===== src/rtl/sprite_scheduler_if.sv =====
// rtl/sprite_scheduler_if.sv - engine handshake between the sprite scheduler and draw_sprite
interface sprite_scheduler_if #(
  parameter int X_W = 10
) ();
  logic           eng_start;
  logic [X_W-1:0] eng_x;
  logic [2:0]     eng_sprite;
  logic           eng_busy;

  modport master (output eng_start, output eng_x, output eng_sprite, input eng_busy);
  modport slave  (input eng_start, input eng_x, input eng_sprite, output eng_busy);
endinterface


===== src/rtl/sprite_scheduler.sv =====
// rtl/sprite_scheduler.sv - round-robin sharing of one draw_sprite engine among sprite slots
module sprite_scheduler #(
  parameter int NUM_SLOTS = 4,
  parameter int X_W       = 10,
  parameter int Y_W       = 10,
  parameter int ACK_TMO   = 4
) (
  input  logic                     clk,
  input  logic                     rst,
  input  logic                     i_frame_start,
  input  logic                     i_line_start,
  input  logic [Y_W-1:0]           i_pixel_y,
  input  logic [NUM_SLOTS-1:0]     i_slot_valid,
  input  logic [NUM_SLOTS*X_W-1:0] i_slot_x,
  input  logic [NUM_SLOTS*Y_W-1:0] i_slot_y,
  input  logic [NUM_SLOTS*3-1:0]   i_slot_sprite,
  sprite_scheduler_if.master       eng,
  output logic [NUM_SLOTS-1:0]     o_grant,
  output logic [NUM_SLOTS-1:0]     o_pending,
  output logic [NUM_SLOTS-1:0]     o_missed
);
  localparam int PTR_W = $clog2(NUM_SLOTS);
  localparam int TMR_W = $clog2(ACK_TMO + 1);

  typedef enum logic [1:0] {S_IDLE, S_ISSUE, S_WAIT_ACK, S_WAIT_DONE} state_t;

  state_t               r_state, w_state_n;
  logic [NUM_SLOTS-1:0] r_grant, w_grant_n;
  logic [NUM_SLOTS-1:0] r_pending, w_pending_n;
  logic [NUM_SLOTS-1:0] r_missed, w_missed_n;
  logic [PTR_W-1:0]     r_rr_ptr, w_rr_ptr_n;
  logic [PTR_W-1:0]     r_win, w_win_n;
  logic [TMR_W-1:0]     r_timer, w_timer_n;
  logic [X_W-1:0]       r_eng_x, w_eng_x_n;
  logic [2:0]           r_eng_sprite, w_eng_sprite_n;
  logic                 w_eng_start;

  logic [X_W-1:0]       w_x   [NUM_SLOTS];
  logic [2:0]           w_spr [NUM_SLOTS];
  logic [NUM_SLOTS-1:0] w_hits;
  logic [NUM_SLOTS-1:0] w_win_oh;
  logic                 w_found;
  logic [PTR_W-1:0]     w_win_idx;
  logic [PTR_W:0]       w_scan;
  logic [PTR_W:0]       w_rr_inc;

  always_comb begin
    w_hits = '0;
    for (int i = 0; i < NUM_SLOTS; i++) begin
      w_x[i]    = i_slot_x[i*X_W +: X_W];
      w_spr[i]  = i_slot_sprite[i*3 +: 3];
      w_hits[i] = i_line_start && r_pending[i] && (i_slot_y[i*Y_W +: Y_W] == i_pixel_y);
    end
  end

  // First hit at or after r_rr_ptr, wrapping around the slot range.
  always_comb begin
    w_found   = 1'b0;
    w_win_idx = '0;
    w_scan    = '0;
    for (int k = 0; k < NUM_SLOTS; k++) begin
      w_scan = {1'b0, r_rr_ptr} + (PTR_W+1)'(k);
      if (w_scan >= (PTR_W+1)'(NUM_SLOTS))
        w_scan = w_scan - (PTR_W+1)'(NUM_SLOTS);
      if (!w_found && w_hits[w_scan[PTR_W-1:0]]) begin
        w_found   = 1'b1;
        w_win_idx = w_scan[PTR_W-1:0];
      end
    end
    w_win_oh            = '0;
    w_win_oh[w_win_idx] = 1'b1;
  end

  always_comb begin
    w_state_n      = r_state;
    w_grant_n      = r_grant;
    w_pending_n    = r_pending & i_slot_valid;
    w_missed_n     = r_missed;
    w_rr_ptr_n     = r_rr_ptr;
    w_win_n        = r_win;
    w_timer_n      = r_timer;
    w_eng_x_n      = r_eng_x;
    w_eng_sprite_n = r_eng_sprite;
    w_eng_start    = (r_state == S_ISSUE);
    w_rr_inc       = {1'b0, r_win} + (PTR_W+1)'(1);
    if (w_rr_inc >= (PTR_W+1)'(NUM_SLOTS))
      w_rr_inc = '0;

    if (i_frame_start) begin
      w_pending_n = i_slot_valid;
      w_missed_n  = '0;
      w_grant_n   = '0;
      w_state_n   = S_IDLE;
    end else begin
      case (r_state)
        S_IDLE: begin
          if (|w_hits) begin
            w_pending_n = w_pending_n & ~w_hits;
            if (!eng.eng_busy) begin
              w_grant_n      = w_win_oh;
              w_win_n        = w_win_idx;
              w_eng_x_n      = w_x[w_win_idx];
              w_eng_sprite_n = w_spr[w_win_idx];
              w_missed_n     = r_missed | (w_hits & ~w_win_oh);
              w_state_n      = S_ISSUE;
            end else begin
              w_missed_n = r_missed | w_hits;
            end
          end
        end
        S_ISSUE: begin
          w_timer_n = '0;
          w_state_n = S_WAIT_ACK;
        end
        S_WAIT_ACK: begin
          if (eng.eng_busy) begin
            w_state_n = S_WAIT_DONE;
          end else if (r_timer == TMR_W'(ACK_TMO - 1)) begin
            w_missed_n[r_win] = 1'b1;
            w_grant_n         = '0;
            w_state_n         = S_IDLE;
          end else begin
            w_timer_n = r_timer + TMR_W'(1);
          end
        end
        S_WAIT_DONE: begin
          if (!eng.eng_busy) begin
            w_grant_n  = '0;
            w_rr_ptr_n = w_rr_inc[PTR_W-1:0];
            w_state_n  = S_IDLE;
          end
        end
        default: w_state_n = S_IDLE;
      endcase
      // Engine already owned: anything matching this line cannot be drawn.
      if (r_state != S_IDLE) begin
        w_missed_n  = w_missed_n | w_hits;
        w_pending_n = w_pending_n & ~w_hits;
      end
    end
  end

  always_ff @(posedge clk or posedge rst) begin
    if (rst) begin
      r_state      <= S_IDLE;
      r_grant      <= '0;
      r_pending    <= '0;
      r_missed     <= '0;
      r_rr_ptr     <= '0;
      r_win        <= '0;
      r_timer      <= '0;
      r_eng_x      <= '0;
      r_eng_sprite <= '0;
    end else begin
      r_state      <= w_state_n;
      r_grant      <= w_grant_n;
      r_pending    <= w_pending_n;
      r_missed     <= w_missed_n;
      r_rr_ptr     <= w_rr_ptr_n;
      r_win        <= w_win_n;
      r_timer      <= w_timer_n;
      r_eng_x      <= w_eng_x_n;
      r_eng_sprite <= w_eng_sprite_n;
    end
  end

  assign eng.eng_start  = w_eng_start;
  assign eng.eng_x      = r_eng_x;
  assign eng.eng_sprite = r_eng_sprite;
  assign o_grant        = r_grant;
  assign o_pending      = r_pending;
  assign o_missed       = r_missed;
endmodule


===== src/flat_wrapper.sv =====
// flat-port wrapper written by rule: the top's interface ports become plain ports
module sprite_scheduler_flat 
#(
  parameter int NUM_SLOTS = 4,
  parameter int X_W       = 10,
  parameter int Y_W       = 10,
  parameter int ACK_TMO   = 4
)
  (clk, rst, i_frame_start, i_line_start, i_pixel_y, i_slot_valid, i_slot_x, i_slot_y, i_slot_sprite, o_grant, o_pending, o_missed, eng_eng_start, eng_eng_x, eng_eng_sprite, eng_eng_busy);
  sprite_scheduler_if #(.X_W(X_W)) eng_i ();
  input  logic clk;
  input  logic rst;
  input  logic i_frame_start;
  input  logic i_line_start;
  input  logic [Y_W-1:0] i_pixel_y;
  input  logic [NUM_SLOTS-1:0] i_slot_valid;
  input  logic [NUM_SLOTS*X_W-1:0] i_slot_x;
  input  logic [NUM_SLOTS*Y_W-1:0] i_slot_y;
  input  logic [NUM_SLOTS*3-1:0] i_slot_sprite;
  output logic [NUM_SLOTS-1:0] o_grant;
  output logic [NUM_SLOTS-1:0] o_pending;
  output logic [NUM_SLOTS-1:0] o_missed;
  output wire logic [$bits(eng_i.eng_start)-1:0] eng_eng_start;
  output wire logic [$bits(eng_i.eng_x)-1:0] eng_eng_x;
  output wire logic [$bits(eng_i.eng_sprite)-1:0] eng_eng_sprite;
  input wire logic [$bits(eng_i.eng_busy)-1:0] eng_eng_busy;
  assign eng_eng_start = eng_i.eng_start;
  assign eng_eng_x = eng_i.eng_x;
  assign eng_eng_sprite = eng_i.eng_sprite;
  assign eng_i.eng_busy = eng_eng_busy;
  sprite_scheduler #(.NUM_SLOTS(NUM_SLOTS), .X_W(X_W), .Y_W(Y_W), .ACK_TMO(ACK_TMO)) u_core (.clk(clk), .rst(rst), .i_frame_start(i_frame_start), .i_line_start(i_line_start), .i_pixel_y(i_pixel_y), .i_slot_valid(i_slot_valid), .i_slot_x(i_slot_x), .i_slot_y(i_slot_y), .i_slot_sprite(i_slot_sprite), .eng(eng_i), .o_grant(o_grant), .o_pending(o_pending), .o_missed(o_missed));
endmodule

===== config.mk =====
export PLATFORM = sky130hd
export DESIGN_NAME = sprite_scheduler_flat
export DESIGN_NICKNAME = d
export VERILOG_FILES = /design/src/rtl/sprite_scheduler_if.sv /design/src/rtl/sprite_scheduler.sv /design/src/flat_wrapper.sv
export SDC_FILE = /design/constraint.sdc
export NUM_CORES = 1
export LEC_CHECK = 0
export CAP_MARGIN = 40
export CORE_ASPECT_RATIO = 1.75
export CORE_MARGIN = 3
export CORE_UTILIZATION = 44
export CTS_CLUSTER_SIZE = 28
export DETAILED_ROUTE_END_ITERATION = 7
export PLACE_DENSITY = 0.87
export SYNTH_ARGS = -nofsm -noshare
export SYNTH_HDL_FRONTEND = slang
export SYNTH_SLANG_ARGS = --single-unit

===== constraint.sdc =====
create_clock -name clk -period 3.4 [get_ports clk]
set_clock_uncertainty 0.05 [all_clocks]
set_input_delay 0.68 -clock clk [delete_from_list [all_inputs] [get_ports clk]]
set_output_delay 0.68 -clock clk [all_outputs]
set_load 0.1 [all_outputs]

=== Word level (Yosys, flattened, before mapping) ===
Cells that the tools add are included.
Widths: inputs -> output; s select.

* $add $sub $neg: 9
* Order comparisons: 14
* Equal/unequal tests: 16
* Mux-type cells: 60
* Bitwise operators: 13
* Reduce and logical (&&, ||, !) cells: 26

{| class="wikitable"
|+ Operators with widths
! cell !! number
|-
| $mux 4 || 18
|-
| $eq 10x10->1 || 4
|-
| $mux 2 || 15
|-
| $bmux 10 s2 || 1
|-
| $mux 10 || 2
|-
| $lt 2x3->1 const B || 6
|-
| $and 4x4->4 || 4
|-
| $or 4x4->4 || 4
|-
| $ge 3x3->1 const B || 5
|-
| $logic_and 1x1->1 || 13
|-
| $mux 3 || 4
|-
| $pmux 4 s3 || 1
|-
| $reduce_and 4->1 || 3
|-
| $mux 1 || 9
|-
| $ne 3x3->1 const B || 3
|-
| $bmux 1 s2 || 4
|-
| $not 4->4 || 2
|-
| $pmux 2 s4 || 1
|-
| $pmux 4 s2 || 1
|-
| $sub 2x1->2 const B || 4
|-
| $add 2x1->3 const B || 2
|-
| $add 2x2->3 const B || 2
|-
| $bmux 3 s2 || 1
|-
| $ne 3x2->1 const B || 2
|-
| 19 further kinds || 27
|}

* Flip-flop bits (word level): 34
* Bits of input ports: 111
* Output and inout bits: 26
* Logic and storage cells: 147

=== Logic depth before layout (Yosys ltp) ===
Gate-level depths: netlist (run 1).

* Word-level depth: 28
* Mapped depth: 10
* Mapped depth without buffers: 8

=== Worst setup path before layout (run 1) ===
Ideal clock, no wire load.

* Path type: flip-flop to flip-flop
* Start point: reg u_core.r_pending[3] (netlist: u_core.o_pending[3])
* End point: reg u_core.r_grant[0] (netlist: u_core.o_grant[0])
* Library setup time: 0.126 ns
* Data arrival time: 2.836 ns
* Data required time: 3.224 ns
* Path slack: 0.388 ns
* Stages on the path, launching flop included: 10
* Buffers on the path: 2
* Period minus slack after synthesis: 3.012 ns
* Cell sequence: dfrtp_1 > nand2_1 > nor4_2 > and3_1 > nor3b_1 > or4b_1 > buf_6 > buf_6 > and3_1 > mux2_2

* Cells in the longest elaborated chain, start to end: 22
* Elaborated cells between the ends (all ways): 35
* Classes of those cells: 2 x order compare; 1 x eq/ne; 21 x mux; 11 x reduce/logical

{| class="wikitable"
|+ Ends and longest elaborated chain
! element !! line !! text
|-
| start: declaration || sprite_scheduler.sv:29 || <nowiki>logic [NUM_SLOTS-1:0] r_pending, w_pending_n;</nowiki>
|-
| start signal: assignment || sprite_scheduler.sv:157 || <nowiki>r_pending <= w_pending_n;</nowiki>
|-
| $logic_and 1x1->1 (*) (2 in a row) || sprite_scheduler.sv:52 || <nowiki>w_hits[i] = i_line_start && r_pending[i] && (i_slot_y[i*Y_W +: Y_W] == i_pixel_y);</nowiki>
|-
| $bmux 1 s2 || sprite_scheduler.sv:65 || <nowiki>if (!w_found && w_hits[w_scan[PTR_W-1:0]]) begin</nowiki>
|-
| $mux 1 (implied by the code) || sprite_scheduler.sv:65 ||
|-
| $mux 1 || sprite_scheduler.sv:65 ||
|-
| $logic_not 1->1 || sprite_scheduler.sv:65 ||
|-
| $logic_and 1x1->1 || sprite_scheduler.sv:65 ||
|-
| $mux 1 || sprite_scheduler.sv:65 ||
|-
| $logic_not 1->1 || sprite_scheduler.sv:65 ||
|-
| [5 not listed] || n/a ||
|-
| $lt 2x3->1 (implied by the code) or $ge 2x1->1 (tied branches) || sprite_scheduler.sv:71 || <nowiki>w_win_oh[w_win_idx] = 1'b1;</nowiki>
|-
| $logic_and 1x1->1 (implied by the code) || sprite_scheduler.sv:71 ||
|-
| $mux 1 (implied by the code) || sprite_scheduler.sv:71 ||
|-
| $demux 1 s2 || n/a ||
|-
| $mux 4 || sprite_scheduler.sv:99 || <nowiki>if (!eng.eng_busy) begin</nowiki>
|-
| $mux 4 || sprite_scheduler.sv:97 || <nowiki>if (|w_hits) begin</nowiki>
|-
| $pmux 4 s3 || sprite_scheduler.sv:95 || <nowiki>case (r_state)</nowiki>
|-
| $mux 4 || sprite_scheduler.sv:89 || <nowiki>if (i_frame_start) begin</nowiki>
|-
| end signal: assignment || sprite_scheduler.sv:156 || <nowiki>r_grant <= w_grant_n;</nowiki>
|-
| end: declaration || sprite_scheduler.sv:28 || <nowiki>logic [NUM_SLOTS-1:0] r_grant, w_grant_n;</nowiki>
|}

Mark *: on every way between the ends. The rest lies on a longest branch, timed or not. The select of a mux whose other input is x is not followed.
A chain may end at the register's enable or synchronous reset.

=== Worst setup path after layout (run 1) ===
* Start point: in i_pixel_y[1]
* End point: reg u_core.r_eng_x[7] (netlist: u_core.eng.eng_x[7])

* Cells in the longest elaborated chain, start to end: 18
* Elaborated cells between the ends (all ways): 35
* Classes of those cells: 4 x eq/ne; 18 x mux; 1 x bitwise; 12 x reduce/logical

{| class="wikitable"
|+ Ends and longest elaborated chain
! element !! line !! text
|-
| start: declaration || flat_wrapper.sv:15 || <nowiki>input logic [Y_W-1:0] i_pixel_y;</nowiki>
|-
| $eq 10x10->1 || sprite_scheduler.sv:52 ||
|-
| $logic_and 1x1->1 || sprite_scheduler.sv:52 ||
|-
| $bmux 1 s2 || sprite_scheduler.sv:65 ||
|-
| $mux 1 (implied by the code) || sprite_scheduler.sv:65 ||
|-
| $mux 1 || sprite_scheduler.sv:65 ||
|-
| $logic_not 1->1 || sprite_scheduler.sv:65 ||
|-
| $logic_and 1x1->1 || sprite_scheduler.sv:65 ||
|-
| $mux 1 || sprite_scheduler.sv:65 ||
|-
| $logic_not 1->1 || sprite_scheduler.sv:65 ||
|-
| $logic_and 1x1->1 || sprite_scheduler.sv:65 ||
|-
| $mux 1 || sprite_scheduler.sv:65 ||
|-
| $logic_not 1->1 || sprite_scheduler.sv:65 ||
|-
| $logic_and 1x1->1 || sprite_scheduler.sv:65 ||
|-
| $mux 2 || sprite_scheduler.sv:65 ||
|-
| $not 2->3 (implied by the code) || sprite_scheduler.sv:102 || <nowiki>w_eng_x_n = w_x[w_win_idx];</nowiki>
|-
| $bmux 10 s2 || sprite_scheduler.sv:102 ||
|-
| $mux 10 (implied by the code) (2 in a row) || sprite_scheduler.sv:102 ||
|-
| end signal: assignment || sprite_scheduler.sv:162 || <nowiki>r_eng_x <= w_eng_x_n;</nowiki>
|-
| end: declaration || sprite_scheduler.sv:34 || <nowiki>logic [X_W-1:0] r_eng_x, w_eng_x_n;</nowiki>
|}

Several ways; a longest one is shown, not always the timed one. The select of a mux whose other input is x is not followed.

==> results by group, run 1 <==
Synth
  • Yosys warnings: 0
  • Area fraction in compound gates after synthesis: 0.181
  • Fraction of the mapped netlist area in adder cells: 0.0542
  • Combinational family with the most area after synthesis: simple AND/OR/NAND/NOR gates
  • Mux cell area share after synthesis: 0.0646
  • Synthesized Nets: 445
  • Synth Area in Simple Gates: 0.233
  • Synthesized area: 2770 sq um
  • Synth area leaders: dfrtp_1 (31%), xor2_1 (13%), a21oi_1 (5.4%), ha_1 (5.4%), nand2_1 (4.9%)
  • Library cells used by synthesis: 47
  • Yosys top cell by area: dfrtp_1
  • Mapped Cells: 322
  • Syn Area/Cell: 8.60 sq um
  • Register area share after synthesis: 0.307
  • Xor and xnor area share after synthesis: 0.127
  • Synth Flop Type: dfrtp_1
  • Flops & latches, synth: 34
  • Synth top area share: 0.307
  • EDFF count, synth: 0
  • Async set or reset register ratio after synthesis: 1.00

Pwr
  • Total Power: 1.32 mW
  • Power per Cell Area: 302 nW/um^2
  • VDD IR max: 359 uV
  • LEAKAGE: 1.91 nW

Layout
  • Ant diodes: 0
  • Layout cells sized above 1: 0.149
  • Post-layout net count: 599
  • Fill cells: 473
  • Commonest non-fill, non-tap cell in the layout: clkdlybuf4s50_1
  • Non-Filler Instances: 554
  • Most frequent cells in the layout: clkdlybuf4s50_1 (110), buf_4 (47), xor2_1 (40)
  • Layout area overhead: 57.7%

Timing
  • Setup WS post-layout: 0.130 ns
  • Worst Tran Pin Value: 0.735 ns
  • Highest clock rate: 0.306 GHz
  • # setup viols final: 0
  • TNS Setup: 0 ns
  • RSZ-0062 raised after global routing: no
  • Rel. slew slack: 0.508
  • Final number of hold-violating endpoints: 0
  • Pins over their slew limit: 0
  • Period Utilization, post-route: 0.962
  • Min Clock Period, post-route: 3.27 ns

Setup path
  • Worst setup path end: u_core.eng.eng_x[7]
  • Endpoint class of the critical path: flip-flop
  • CP max FO: 16
  • Data required, critical path: 3.56 ns
  • Worst setup path category: primary input to flip-flop
  • Worst Reg2Reg Path Length in Cells: 9
  • Beginning of the worst register-to-register path: u_core.o_pending[3]
  • Worst-path cell chain: clkdlybuf4s50_1, xor2_1, nor4_1, nand3_1, nand2_1, or4b_1, buf_4, nor2_2, a221oi_1, a21oi_1
  • Crit path arrival time: 3.43 ns
  • Slack of the worst reg-to-reg path: 0.87 ns
  • Startpoint Class: primary input
  • CP max stage delay: 0.56 ns
  • Worst path slowest cell: clkdlybuf4s50_1
  • Reg-to-reg endpoint: u_core.eng.eng_x[7]
  • CP Launch Point: i_pixel_y[1]

Global routing
  • Largest net degree at the start of global routing: 35
  • Vias in the first global route: 3200
  • Grt ovf: 0
  • Total track usage: 0.264
  • Initial antenna violation count: 0
  • First-pass GRT wire length: 15100 um

CTS
  • Htree depth: 2
  • Sink Count: 34
  • Worst skew pair latency: 0.28 ns
  • Buffer depth of the longest clock path: 2
  • Root buffer cell: clkbuf_8
  • Number of gates resized after CTS: 0
  • Post-CTS Setup Inserts: 0
  • CTS tree: built
  • CTS hold repair buffers: 0
  • TritonCTS buffer count: 5
  • Clock transition at path regs: 0.07 ns

Run status
  • Outcome: finished clean

Placed design
  • Pre-CTS setup slack: -0.0946 ns
  • Hpwl dp: 7960 um
  • Cells after DPL: 547
  • RePlAce Congestion: 0.909
  • PortBufs: 136

Floorplanning
  • Initial Util: 0.463
  • Core area: 5970 sq um
  • I/O pins: 137
  • Die Y: 111 um
  • Standard-cell rows: 37
  • Die area: 7310 sq um
  • Chip width: 66.0 um

Routing
  • Final antenna-violating net count: 0
  • DRT Pass-1 Iters: 5
  • Drt first-iter violations: 155
  • Vias after detailed routing: 3097
  • DRC errors left: 0
  • Final WL: 9830 um
  • Via-per-instance ratio: 5.59
  • DR WL/cell: 17.7 um

Hold path
  • Worst hold path type: flip-flop to flip-flop
  • Hold Path Depth: 2

Job
  • Max-cap violations: 0
power breakdown:
group          switching, mW  leakage (nW)  internal, mW  total, mW
Clock                  0.137        0.0383         0.141      0.278
Sequential            0.0268         0.454         0.435      0.462
Combinational          0.331          1.42         0.247      0.577
Total                  0.495          1.91         0.822       1.32
state kept, by name (all words and copies together) (netlist names):
signal                 flops
u_core.r_timer             3
u_core.o_grant             4
u_core.o_pending           4
u_core.r_win               2
u_core.r_rr_ptr            2
u_core.eng.eng_x          10
u_core.o_missed            4
u_core.r_state             2
u_core.eng.eng_sprite      3
per-layer routing:
| metal | vias to the layer above | global-route usage | part of all wire |
|---|---|---|---|
| met5 | - | 0 | 0 |
| met2 | 129 | 0.501 | 0.55 |
| met4 | 0 | 0.151 | 0.051 |
| met3 | 40 | 0.0426 | 0.057 |
| met1 | 1444 | 0.254 | 0.35 |
| li1 | 1484 | - | - |
metrics by stage:
| step | hold slack, ns | util | cell area, sq um |
|---|---|---|---|
| after detailed placement | 0.425 | 0.718 | 4290 |
| after floorplan | 0.398 | - | 2770 |
| final | 0.438 | 0.731 | 4360 |
| after global routing | 0.470 | 0.731 | 4360 |
| after CTS | 0.450 | 0.731 | 4360 |
| after global placement | 0.411 | 0.718 | 4290 |
critical path, delay by kind of cell:
family                    cells  cell delay [ns]
and+or+nand+nor               5             1.40
xor gates and xnor gates      1             0.24
buffers and inverters         2             0.78
AOI/OAI and AO/OA             2             0.33
how the worst min path moves through the flow:
stage / startpoint / slack [ns] / endpoint
after CTS: u_core.o_grant[1] / 0.45 / u_core.o_grant[1]
after global routing: u_core.r_timer[1] / 0.47 / u_core.r_timer[1]
after floorplan: u_core.r_timer[2] / 0.40 / u_core.r_timer[2]
after detailed placement: u_core.o_grant[1] / 0.43 / u_core.o_grant[1]
final: u_core.o_grant[1] / 0.44 / u_core.o_grant[1]
after global placement: u_core.r_timer[2] / 0.41 / u_core.r_timer[2]
kinds of logic (layout without fill, tap and decap cells):
| kind of cell | Yosys count | count (layout) |
|---|---|---|
| AOI/OAI and AO/OA | 73 | 73 |
| DFF | 34 | 34 |
| buffers and inverters | 19 | 173 |
| and+or+nand+nor | 127 | 127 |
| muxes | 17 | 17 |
| adders and majority gates | 12 | 12 |
| xor gates and xnor gates | 40 | 40 |
cell usage after synthesis, types with 8 or more instances:
cell type,instances
mux2i_1,10
ha_1,12
nor3_1,13
o211a_1,8
o21ai_0,8
dfrtp_1,34
inv_1,8
a21oi_1,30
xor2_1,40
nor2_1,19
nor4_1,15
nand3_1,17
nand2_1,36
layout make-up:
cell class                 count  area, sq um  share of cell area
inverter                       8         30.0             0.00688
sequential                    34          851               0.195
clock buffer                   7         76.3              0.0175
tap                           78         97.6              0.0224
multi-input combinational    269         1840               0.421
timing repair buffer         158         1470               0.338
No activity file was read; power rests on OpenSTA's default activity.
==> inputs of run 2 (changes only) <==
- REMOVE_ABC_BUFFERS: not set -> 1
==> results by group, run 2 (same netlist as run 1, synthesis figures left out) <==
Routing
  • DRC errors left: 0 (unchanged)
  • Via-per-instance ratio: 5.63 (was 5.59)
  • DRT Pass-1 Iters: 4 (was 5)
  • Final antenna-violating net count: 0 (unchanged)
  • Final WL: 9890 um (was 9830 um)
  • Drt first-iter violations: 135 (was 155)
  • Vias after detailed routing: 3122 (was 3097)
  • DR WL/cell: 17.8 um (was 17.7 um)

Hold path
  • Worst hold path type: flip-flop to flip-flop (unchanged)
  • Hold EP: u_core.r_timer[2] (was u_core.o_grant[1])
  • Hold Path Depth: 2 (unchanged)
  • Beginning of the worst hold path: u_core.r_timer[2] (was u_core.o_grant[1])

Setup path
  • CP Buf/Inv Count: 2 (unchanged)
  • Worst path depth: 10 (unchanged)
  • Worst Reg2Reg Path Length in Cells: 9 (unchanged)
  • Slack of the worst reg-to-reg path: 0.96 ns (was 0.87 ns)
  • Data required, critical path: 3.53 ns (was 3.56 ns)
  • Worst path slowest cell: clkdlybuf4s50_1 (unchanged)
  • Worst setup path category: primary input to flip-flop (unchanged)
  • CP max FO: 9 (was 16)
  • Worst-path cell chain: clkdlybuf4s50_1, xor2_1, nor4_1, and3_1, nor3_1, nor4_2, buf_12, mux2i_1, o211a_1, a21oi_1 (was clkdlybuf4s50_1, xor2_1, nor4_1, nand3_1, nand2_1, or4b_1, buf_4, nor2_2, a221oi_1, a21oi_1)
  • Crit path max-delay family: simple AND/OR/NAND/NOR gates (unchanged)
  • Startpoint Class: primary input (unchanged)
  • Endpoint class of the critical path: flip-flop (unchanged)
  • Beginning of the worst register-to-register path: u_core.o_pending[3] (unchanged)
  • Reg-to-reg endpoint: u_core.eng.eng_x[9] (was u_core.eng.eng_x[7])
  • CP max stage delay: 0.60 ns (was 0.56 ns)
  • Crit path arrival time: 3.33 ns (was 3.43 ns)

Layout
  • Fill cells: 456 (was 473)
  • FF+latch area: 851 sq um (unchanged)
  • Ant diodes: 0 (unchanged)
  • Multi-input logic area: 1840 sq um (about the same)
  • Layout area overhead: 59.0% (was 57.7%)
  • Non-Filler Instances: 555 (was 554)
  • Largest register FFs: 10 (unchanged)
  • Layout cells sized above 1: 0.155 (was 0.149)
  • Most frequent cells in the layout: clkdlybuf4s50_1 (110), buf_4 (46), xor2_1 (40) (was clkdlybuf4s50_1 (110), buf_4 (47), xor2_1 (40))
  • Commonest non-fill, non-tap cell in the layout: clkdlybuf4s50_1 (unchanged)
  • Post-layout net count: 599 (unchanged)

Floorplanning
  • Die Y: 111 um (unchanged)
  • Core area: 5970 sq um (unchanged)
  • Standard-cell rows: 37 (unchanged)
  • Die area: 7310 sq um (unchanged)
  • Initial Util: 0.463 (unchanged)
  • I/O pins: 137 (unchanged)
  • Chip width: 66.0 um (unchanged)

Timing
  • Setup WS post-layout: 0.207 ns (was 0.130 ns)
  • # setup viols final: 0 (unchanged)
  • Worst Tran Pin Value: 0.679 ns (was 0.735 ns)
  • Final number of hold-violating endpoints: 0 (unchanged)
  • Period Utilization, post-route: 0.939 (was 0.962)
  • Min Clock Period, post-route: 3.19 ns (was 3.27 ns)
  • Pins over their slew limit: 0 (unchanged)
  • Worst hold slack: 0.441 ns (was 0.438 ns)
  • Rel. slew slack: 0.544 (was 0.508)
  • Highest clock rate: 0.313 GHz (was 0.306 GHz)
  • RSZ-0062 raised after global routing: no (unchanged)
  • TNS Setup: 0 ns (unchanged)

CTS
  • Htree depth: 2 (unchanged)
  • TritonCTS buffer count: 5 (unchanged)
  • Sink Count: 34 (unchanged)
  • Root buffer cell: clkbuf_8 (unchanged)
  • Buffer depth of the longest clock path: 2 (unchanged)
  • Clock transition at path regs: 0.07 ns (about the same)
  • Worst skew pair latency: 0.30 ns (was 0.28 ns)
  • CTS tree: built (unchanged)

Global routing
  • Initial antenna violation count: 0 (unchanged)
  • Grt ovf: 0 (unchanged)
  • First-pass GRT wire length: 15700 um (was 15100 um)
  • Vias in the first global route: 3350 (was 3200)
  • Met1 Use GR: 0.278 (was 0.254)
  • Largest net degree at the start of global routing: 35 (unchanged)
  • Total track usage: 0.276 (was 0.264)
  • Met3 Track Usage GR: 0.0385 (was 0.0426)
  • Busiest layer in global routing: met2 (unchanged)
  • Grt met2 use: 0.517 (was 0.501)

Pwr
  • Sequential share of power: 0.341 (was 0.351)
  • Total Power: 1.36 mW (was 1.32 mW)
  • Combinational group share of total power: 0.426 (was 0.439)
  • LEAKAGE: 1.92 nW (was 1.91 nW)
  • Power per Cell Area: 310 nW/um^2 (was 302 nW/um^2)
  • Internal Power: 0.845 mW (was 0.822 mW)
  • Clock network power share: 0.233 (was 0.211)
  • Net Sw Power: 0.517 mW (was 0.495 mW)
  • VDD IR max: 465 uV (was 359 uV)
  • Sw Share: 0.380 (was 0.376)

Placed design
  • Cells after DPL: 547 (unchanged)
  • PortBufs: 136 (unchanged)
  • Hpwl dp: 8050 um (was 7960 um)
  • Pre-CTS setup slack: -0.0929 ns (was -0.0946 ns)
  • RePlAce Congestion: 0.903 (was 0.909)

Job
  • Max-cap violations: 0 (unchanged)

Run status
  • Outcome: finished clean (unchanged)
==> run 2: worst min-delay path, cell delays in order (launching register included) <==
cell	delay [ns]
dfrtp_1	0.34
nand2_1	0.05
o21ai_0	0.07
==> run 2: area by class of cell <==
class                           instances  share of cell area
Clock buffer                            6              0.0188
Clock inverter                          2             0.00284
Inverter                                8             0.00682
Multi-Input combinational cell        269               0.418
Sequential cell                        34               0.193
Tap cell                               78              0.0222
Timing Repair Buffer                  158               0.338
==> run 2: metal layers <==
metal | wire length [um] | vias to the layer above
li1 | - | 1479
met1 | 3320 | 1457
met2 | 5460 | 151
met3 | 641 | 35
met4 | 469 | 0
met5 | 0 | -
==> run 2: repair_timing <==
| action | in CTS | in global routing |
|---|---|---|
| resized for setup | 0 | 1 |
| setup endpoints to repair | 0 | 2 |
| hold buffers | 0 | 0 |
| buffers inserted | 0 | 0 |
==> run 2: power by group through the flow <==
stage                     clock network, mW  registers (mW)  logic (mW)
after global routing                  0.340           0.467       0.622
after CTS                             0.322           0.464       0.581
after global placement                    0           0.468       0.562
after floorplan                           0           0.552       0.249
final                                 0.317           0.465       0.580
after detailed placement                  0           0.472       0.577
==> run 2: how the worst max path moves through the flow <==
stage / startpoint / slack (ns) / end
after floorplan: u_core.o_pending[3] / -0.22 / u_core.eng.eng_sprite[0]
after global placement: i_pixel_y[6] / -0.06 / u_core.eng.eng_sprite[0]
after detailed placement: i_pixel_y[8] / -0.09 / u_core.eng.eng_sprite[1]
after CTS: i_pixel_y[8] / 0.21 / u_core.eng.eng_sprite[1]
after global routing: i_pixel_y[8] / 0.02 / u_core.eng.eng_x[9]
final: i_pixel_y[6] / 0.21 / u_core.eng.eng_x[3]
==> run 2: stage by stage <==
step,utilization,area (sq um)
after global placement,0.720,4300
after CTS,0.736,4400
after floorplan,-,2710
after detailed placement,0.720,4300
after global routing,0.737,4400
final,0.737,4400
